$ cat config.mk
export PLATFORM = sky130hd
export DESIGN_NAME = spi1_cmd_flat
export DESIGN_NICKNAME = d
export VERILOG_FILES = /design/src/rtl/spi1_cmd_if.sv /design/src/rtl/spi1_cmd.sv /design/src/flat_wrapper.sv
export SDC_FILE = /design/constraint.sdc
export NUM_CORES = 1
export LEC_CHECK = 0
export ABC_AREA = 1
export CAP_MARGIN = 25
export CORE_UTILIZATION = 32
export CTS_CLUSTER_DIAMETER = 80
export DETAILED_ROUTE_END_ITERATION = 6
export GPL_ROUTABILITY_DRIVEN = 0
export PLACE_DENSITY_LB_ADDON = 0.05
export SYNTH_ARGS = -nofsm -noshare
export SYNTH_HDL_FRONTEND = slang
export SYNTH_SLANG_ARGS = --single-unit
export TNS_END_PERCENT = 1
$ cat constraint.sdc
create_clock -name clk_i -period 3.7 [get_ports clk_i]
set_input_delay 0.37 -clock clk_i [delete_from_list [all_inputs] [get_ports clk_i]]
set_output_delay 0.37 -clock clk_i [all_outputs]
set_load 0.05 [all_outputs]
$ cat src/rtl/spi1_cmd_if.sv
// Byte-stream / bus-request bundle for spi1_cmd.
// master: the command parser (drives bus requests and tx byte).
// slave : the environment (byte layer and arbiter).
interface spi1_cmd_if #(
  parameter int unsigned ADDR_WIDTH = 17
);
  logic                  cs_active_i;
  logic                  byte_strobe_i;
  logic [7:0]            rx_byte_i;
  logic [7:0]            tx_byte_o;
  logic                  req_o;
  logic                  we_o;
  logic [ADDR_WIDTH-1:0] addr_o;
  logic [7:0]            wr_data_o;
  logic                  ack_i;
  logic [7:0]            rd_data_i;
  logic                  err_o;

  modport master (
    input  cs_active_i, byte_strobe_i, rx_byte_i, ack_i, rd_data_i,
    output tx_byte_o, req_o, we_o, addr_o, wr_data_o, err_o
  );

  modport slave (
    output cs_active_i, byte_strobe_i, rx_byte_i, ack_i, rd_data_i,
    input  tx_byte_o, req_o, we_o, addr_o, wr_data_o, err_o
  );
endinterface

$ cat src/rtl/spi1_cmd.sv
// SPI1 command parser: turns framed bytes (opcode, addr hi, addr lo, [data])
// into bus requests for the arbiter and returns read data as the next tx byte.
// Ports: clk_i, rst_ni (async active-low), bus (spi1_cmd_if.master):
//   cs_active_i/byte_strobe_i/rx_byte_i from the byte layer, tx_byte_o back,
//   req_o/we_o/addr_o/wr_data_o to the arbiter, ack_i/rd_data_i from it,
//   err_o sticky error flag.
// Optional: define SPI1_CMD_TIMEOUT_EN to add an ack watchdog of
// TIMEOUT_CYCLES cycles (the parameter exists only in that build).
module spi1_cmd #(
  parameter int unsigned ADDR_WIDTH = 17
`ifdef SPI1_CMD_TIMEOUT_EN
  , parameter int unsigned TIMEOUT_CYCLES = 255
`endif
) (
  input logic         clk_i,
  input logic         rst_ni,
  spi1_cmd_if.master  bus
);

  typedef enum logic [2:0] {
    S_CMD, S_ADDR_HI, S_ADDR_LO, S_DATA, S_ISSUE, S_WAIT_ACK, S_IGNORE
  } state_e;

  state_e                state_q, state_d;
  logic                  op_write_q, op_write_d;
  logic                  op_next_q, op_next_d;
  logic                  cs_q;
  logic                  req_q, req_d;
  logic                  we_q, we_d;
  logic [ADDR_WIDTH-1:0] addr_q, addr_d;
  logic [7:0]            wdata_q, wdata_d;
  logic [7:0]            tx_q, tx_d;
  logic                  err_q, err_d;
  logic                  strobe;
  logic                  cs_rise;

`ifdef SPI1_CMD_TIMEOUT_EN
  localparam int unsigned CNT_W = ($clog2(TIMEOUT_CYCLES + 1) > 8) ?
                                  $clog2(TIMEOUT_CYCLES + 1) : 8;
  logic [CNT_W-1:0] cnt_q, cnt_d;
`endif

  // Parsing only accepts bytes inside a frame; overrun detection uses the raw strobe.
  assign strobe  = bus.byte_strobe_i & bus.cs_active_i;
  assign cs_rise = bus.cs_active_i & ~cs_q;

  // State and output registers.
  always_ff @(posedge clk_i or negedge rst_ni) begin
    if (!rst_ni) begin
      state_q    <= S_CMD;
      op_write_q <= 1'b0;
      op_next_q  <= 1'b0;
      cs_q       <= 1'b0;
      req_q      <= 1'b0;
      we_q       <= 1'b0;
      addr_q     <= '0;
      wdata_q    <= '0;
      tx_q       <= '0;
      err_q      <= 1'b0;
`ifdef SPI1_CMD_TIMEOUT_EN
      cnt_q      <= '0;
`endif
    end else begin
      state_q    <= state_d;
      op_write_q <= op_write_d;
      op_next_q  <= op_next_d;
      cs_q       <= bus.cs_active_i;
      req_q      <= req_d;
      we_q       <= we_d;
      addr_q     <= addr_d;
      wdata_q    <= wdata_d;
      tx_q       <= tx_d;
      err_q      <= err_d;
`ifdef SPI1_CMD_TIMEOUT_EN
      cnt_q      <= cnt_d;
`endif
    end
  end

  // Next-state and next-output logic.
  always_comb begin
    state_d    = state_q;
    op_write_d = op_write_q;
    op_next_d  = op_next_q;
    req_d      = req_q;
    we_d       = we_q;
    addr_d     = addr_q;
    wdata_d    = wdata_q;
    tx_d       = tx_q;
    err_d      = err_q;
`ifdef SPI1_CMD_TIMEOUT_EN
    cnt_d      = cnt_q;
`endif

    // Clear at frame start; any error raised this cycle below takes priority.
    if (state_q == S_CMD && cs_rise) err_d = 1'b0;
    if (bus.byte_strobe_i && (state_q == S_ISSUE || state_q == S_WAIT_ACK)) err_d = 1'b1;

    case (state_q)
      S_CMD: begin
        if (strobe) begin
          if (bus.rx_byte_i[7]) begin
            err_d   = 1'b1;
            state_d = S_IGNORE;
          end else begin
            op_next_d  = bus.rx_byte_i[6];
            op_write_d = bus.rx_byte_i[5];
            addr_d     = ADDR_WIDTH'({bus.rx_byte_i[0], 16'h0000});
            state_d    = S_ADDR_HI;
          end
        end
      end
      S_ADDR_HI: begin
        if (strobe) begin
          addr_d[15:8] = bus.rx_byte_i;
          state_d      = S_ADDR_LO;
        end
      end
      S_ADDR_LO: begin
        if (strobe) begin
          addr_d[7:0] = bus.rx_byte_i;
          state_d     = op_write_q ? S_DATA : S_ISSUE;
        end
      end
      S_DATA: begin
        if (strobe) begin
          wdata_d = bus.rx_byte_i;
          state_d = S_ISSUE;
        end
      end
      S_ISSUE: begin
        req_d   = 1'b1;
        we_d    = op_write_q;
        state_d = S_WAIT_ACK;
`ifdef SPI1_CMD_TIMEOUT_EN
        cnt_d   = '0;
`endif
      end
      S_WAIT_ACK: begin
        if (bus.ack_i) begin
          req_d = 1'b0;
          if (!we_q) tx_d = bus.rd_data_i;
          if (op_next_q) addr_d = addr_q + ADDR_WIDTH'(1);
          if (!bus.cs_active_i)  state_d = S_CMD;
          else if (!op_next_q)   state_d = S_IGNORE;
          else if (op_write_q)   state_d = S_DATA;
          else                   state_d = S_ISSUE;
`ifdef SPI1_CMD_TIMEOUT_EN
        end else if (cnt_q == CNT_W'(TIMEOUT_CYCLES - 1)) begin
          req_d   = 1'b0;
          err_d   = 1'b1;
          tx_d    = 8'hFF;
          state_d = bus.cs_active_i ? S_IGNORE : S_CMD;
        end else begin
          cnt_d = cnt_q + CNT_W'(1);
`endif
        end
      end
      S_IGNORE: ;
      default: state_d = S_CMD;
    endcase

    // Frame end returns to CMD, except that an outstanding request must finish.
    if (!bus.cs_active_i && state_q != S_WAIT_ACK) state_d = S_CMD;
  end

  assign bus.req_o     = req_q;
  assign bus.we_o      = we_q;
  assign bus.addr_o    = addr_q;
  assign bus.wr_data_o = wdata_q;
  assign bus.tx_byte_o = tx_q;
  assign bus.err_o     = err_q;

endmodule

$ cat src/flat_wrapper.sv
// flat-port wrapper written by rule: the top's interface ports become plain ports
module spi1_cmd_flat 
#(
  parameter int unsigned ADDR_WIDTH = 17

)
  (clk_i, rst_ni, bus_cs_active_i, bus_byte_strobe_i, bus_rx_byte_i, bus_ack_i, bus_rd_data_i, bus_tx_byte_o, bus_req_o, bus_we_o, bus_addr_o, bus_wr_data_o, bus_err_o);
  spi1_cmd_if #(.ADDR_WIDTH(ADDR_WIDTH)) bus_i ();
  input logic clk_i;
  input logic rst_ni;
  input wire logic [$bits(bus_i.cs_active_i)-1:0] bus_cs_active_i;
  input wire logic [$bits(bus_i.byte_strobe_i)-1:0] bus_byte_strobe_i;
  input wire logic [$bits(bus_i.rx_byte_i)-1:0] bus_rx_byte_i;
  input wire logic [$bits(bus_i.ack_i)-1:0] bus_ack_i;
  input wire logic [$bits(bus_i.rd_data_i)-1:0] bus_rd_data_i;
  output wire logic [$bits(bus_i.tx_byte_o)-1:0] bus_tx_byte_o;
  output wire logic [$bits(bus_i.req_o)-1:0] bus_req_o;
  output wire logic [$bits(bus_i.we_o)-1:0] bus_we_o;
  output wire logic [$bits(bus_i.addr_o)-1:0] bus_addr_o;
  output wire logic [$bits(bus_i.wr_data_o)-1:0] bus_wr_data_o;
  output wire logic [$bits(bus_i.err_o)-1:0] bus_err_o;
  assign bus_i.cs_active_i = bus_cs_active_i;
  assign bus_i.byte_strobe_i = bus_byte_strobe_i;
  assign bus_i.rx_byte_i = bus_rx_byte_i;
  assign bus_i.ack_i = bus_ack_i;
  assign bus_i.rd_data_i = bus_rd_data_i;
  assign bus_tx_byte_o = bus_i.tx_byte_o;
  assign bus_req_o = bus_i.req_o;
  assign bus_we_o = bus_i.we_o;
  assign bus_addr_o = bus_i.addr_o;
  assign bus_wr_data_o = bus_i.wr_data_o;
  assign bus_err_o = bus_i.err_o;
  spi1_cmd #(.ADDR_WIDTH(ADDR_WIDTH)) u_core (.clk_i(clk_i), .rst_ni(rst_ni), .bus(bus_i));
endmodule
==> impl_results.md <==
* Tot Pwr at between 2000 and 3000 uW
* Fmax at about 500 MHz
* Post-route DRC at 0
* Cts repair resizes at 0
* GR Overflow Total at 0
* FF-to-FF End: u_core.bus.addr_o[6]$_DFFE_PN0P_
* Hold path cells at 2
* Outcome: complete, no violations
* Number of max-cap violations at 0
* Final Skew at 0.00730 ns
* Die height at 88.2 um
* Minimum clock period at between 2 and 2.5 ns
* Synth Area in XOR/XNOR at less than 1%
* WP buf/inv at 1
* CTS Buf Count at 5
* Port buffer count at between 50 and 60
* Period utilization at about 54%
* CTS tree: built
* Slowest Stage Delay on Critical Path at between 0.8 and 0.9 ns
* Post-DP HPWL at around 4800 um
* DIE WIDTH at 88.2 um
* First-pass GRT wire length at 10600 um
* Setup crit end kind: primary output
* Final Hold Fails at 0
* Post-synth cell types at 29
* Crit Path Max Fanout at 5
* Slew Limit Fails at 0
* Synth Area in Compound Gates at 9.20%
* Slowest CP cell: clkdlybuf4s50_1
* Mux cell area share after synthesis at under 10%
* Via density at approximately 4.7
* Design area at 0.00317 mm2
* RR Startpoint: u_core.state_q[2]$_DFFE_PN0P_
* Synth Cell Area at between 0.002 and 0.0025 mm2
* HP Start: u_core.bus.wr_data_o[0]$_DFFE_PN0P_
* # fillers at 761
* Most common cell after layout, fill and taps aside: nand2_1
* Critical Path Start Type: register
* Area Growth Syn to Fin at 33.3%
* Largest net degree at the start of global routing at 43
* Area of the multi-input gates at 0.00115 mm2
* Hold_buf cts at 0
* Critical-path cell list: clkdlybuf4s50_1
* Initial Util at 33.0%
* Max-slew headroom at between 60% and 70%
* Maximum vdd drop at 0.000425 V
* Instance area at placement at just over 0.003 mm2
* Fin nets at approximately 410
* WL/cell at around 14 um
* Min-Delay Path Class: reg2reg
* Vias in the first global route at between 2000 and 2500
* Cells after Synth at ~330
* Total negative slack at 0 ns
* Flop and latch count out of synthesis at between 40 and 50
* Sequential-to-total area share from yosys stat at 44.2%
* CP delay by family, top: buffers and inverters
* Kind of critical path: reg2out
* Die Area at approximately 0.008 mm2
* Clk buf depth at 2
* Worst r2r path cells at 8
* Placed Instances at roughly 480
* Fin cells at just under 500
* Initial DRC Count at between 100 and 150
* Actual slew at the worst max-slew pin at between 0.5 and 0.6 ns
* Combinational family with the most area after synthesis: simple AND/OR/NAND/NOR gates
* Core Area at 0.00721 mm2
* Post-Synthesis Net Count at 347
* Setup bufs post-CTS at 0
* Initial antenna violation count at 0
* Overall routing resource usage at between 10% and 20%
* Commonest non-fill, non-tap cells in the layout: nand2_1, clkdlybuf4s50_1, dfrtp_1
* WHS Endpoint: u_core.bus.wr_data_o[0]$_DFFE_PN0P_
* Htree depth at 2
* # rows at 31
* Clock root buffer master: clkbuf_8
* I/O pin count at 57
* 1st-pass router iterations at 4
* CTS clk-pin slew, worst paths at approximately 0.090 ns
* Sequential Area at 0.00105 mm2
* Power Dens Cells at 928 mW/mm2
* Area share of and/or/nand/nor cells after synthesis at 33.3%
* Share of cells above drive strength 1 at 8.29%
* Clk sink count at 42
* Lkg Pwr at approximately 0.0015 uW
* Via count at ~2300
* Routed wire length at between 6000 and 7000 um
* Antenna Violating Nets Remaining at 0
* CP arrival at about 1.7 ns
* R2R setup slack at between 1.5 and 2 ns
* Adder-cell area share of the yosys netlist at less than 1%
* RSZ-0062 raised after global routing: no
* Clk_lat worst skew at around 0.3 ns
* Worst path required time at ~3.3 ns
* Syn_area_per_cell at 7.32 um2
* Final setup fails at 0
* Ys Warns at 0
* Ant. Diodes at 0
Yosys cell counts (all sizes together):
library cell / number / area, um2
nand2: 119 / 452
dfrtp: 42 / 1050
inv: 39 / 146
o21ai: 32 / 160
nand3: 29 / 150
nor2: 26 / 118
mux2: 10 / 113
nand4: 5 / 31.3
nor3: 5 / 36.3
buf: 4 / 23.8
o22ai: 3 / 18.8
a21oi: 2 / 10.0
o211ai: 2 / 15.0
clkbuf: 1 / 3.75
ha: 1 / 12.5
o21bai: 1 / 7.51
o31ai: 1 / 7.51
or2: 1 / 6.26
xnor2: 1 / 8.76
xor2: 1 / 8.76
metal layers:
metal / track usage (%) / up-vias / routed length (um)
met3: 3.08 / 6 / 314
met5: 0 / - / 0
met1: 25.0 / 1074 / 3220
li1: - / 1160 / -
met4: 4.84 / 0 / 64
met2: 28.3 / 57 / 2960
per-stage QoR:
stage | hold WS [ns] | setup WS [ns] | utilization (%)
finish | 0.492 | 1.68 | 44.0
global route | 0.527 | 1.43 | 44.0
CTS | 0.275 | 1.67 | 43.5
detailed placement | 0.476 | 1.51 | 42.0
global placement | 0.469 | 1.56 | 42.0
floorplan | 0.0744 | 1.90 | -
layout make-up:
cell class,instances,area share [%]
timing repair buffer,58,18.5
multi-input combinational,239,36.4
tap,99,3.91
inverter,39,4.62
clock buffer,6,2.29
clock inverter,2,1.18
sequential,42,33.1
tightest hold or removal path: cells and delay by family, from the launching register on:
family / cells / cell delay (ns)
DFF: 1 / 0.35
AOI/OAI and AO/OA: 1 / 0.06
and+or+nand+nor: 1 / 0.05
how the worst max path moves through the flow:
stage	startpoint	end	slack [ns]	cells after the start
floorplan	u_core.bus.addr_o[0]$_DFFE_PN0P_	u_core.bus.addr_o[14]$_DFFE_PN0P_	1.90	8
global placement	bus_ack_i	u_core.bus.addr_o[6]$_DFFE_PN0P_	1.56	8
detailed placement	bus_ack_i	u_core.bus.addr_o[6]$_DFFE_PN0P_	1.51	8
CTS	u_core.state_q[2]$_DFFE_PN0P_	u_core.bus.addr_o[6]$_DFFE_PN0P_	1.67	8
global route	u_core.state_q[2]$_DFFE_PN0P_	u_core.bus.addr_o[4]$_DFFE_PN0P_	1.43	8
finish	u_core.bus.addr_o[6]$_DFFE_PN0P_	bus_addr_o[6]	1.68	1
power by group:
group          leakage, uW  internal [uW]  total [uW]  switching [uW]
combinational     0.000859            543        1690            1150
clock            0.0000514            202         368             166
sequential        0.000546            661         886             225
kinds of logic (layout without fill, tap and decap cells):
logic type,count (synthesis),count (layout)
xor+xnor,2,2
mux,10,10
buf+inv,44,105
flops,42,42
simple gates,185,185
compound gates,41,41
fa+ha+maj,1,1
registers in the layout, indices dropped and copies added, names as in the netlist, 3 cells and up:
signal                count
u_core.bus.addr_o        17
u_core.bus.tx_byte_o      8
u_core.bus.wr_data_o      8
u_core.state_q            3
(Power assumes the default switching activity.)
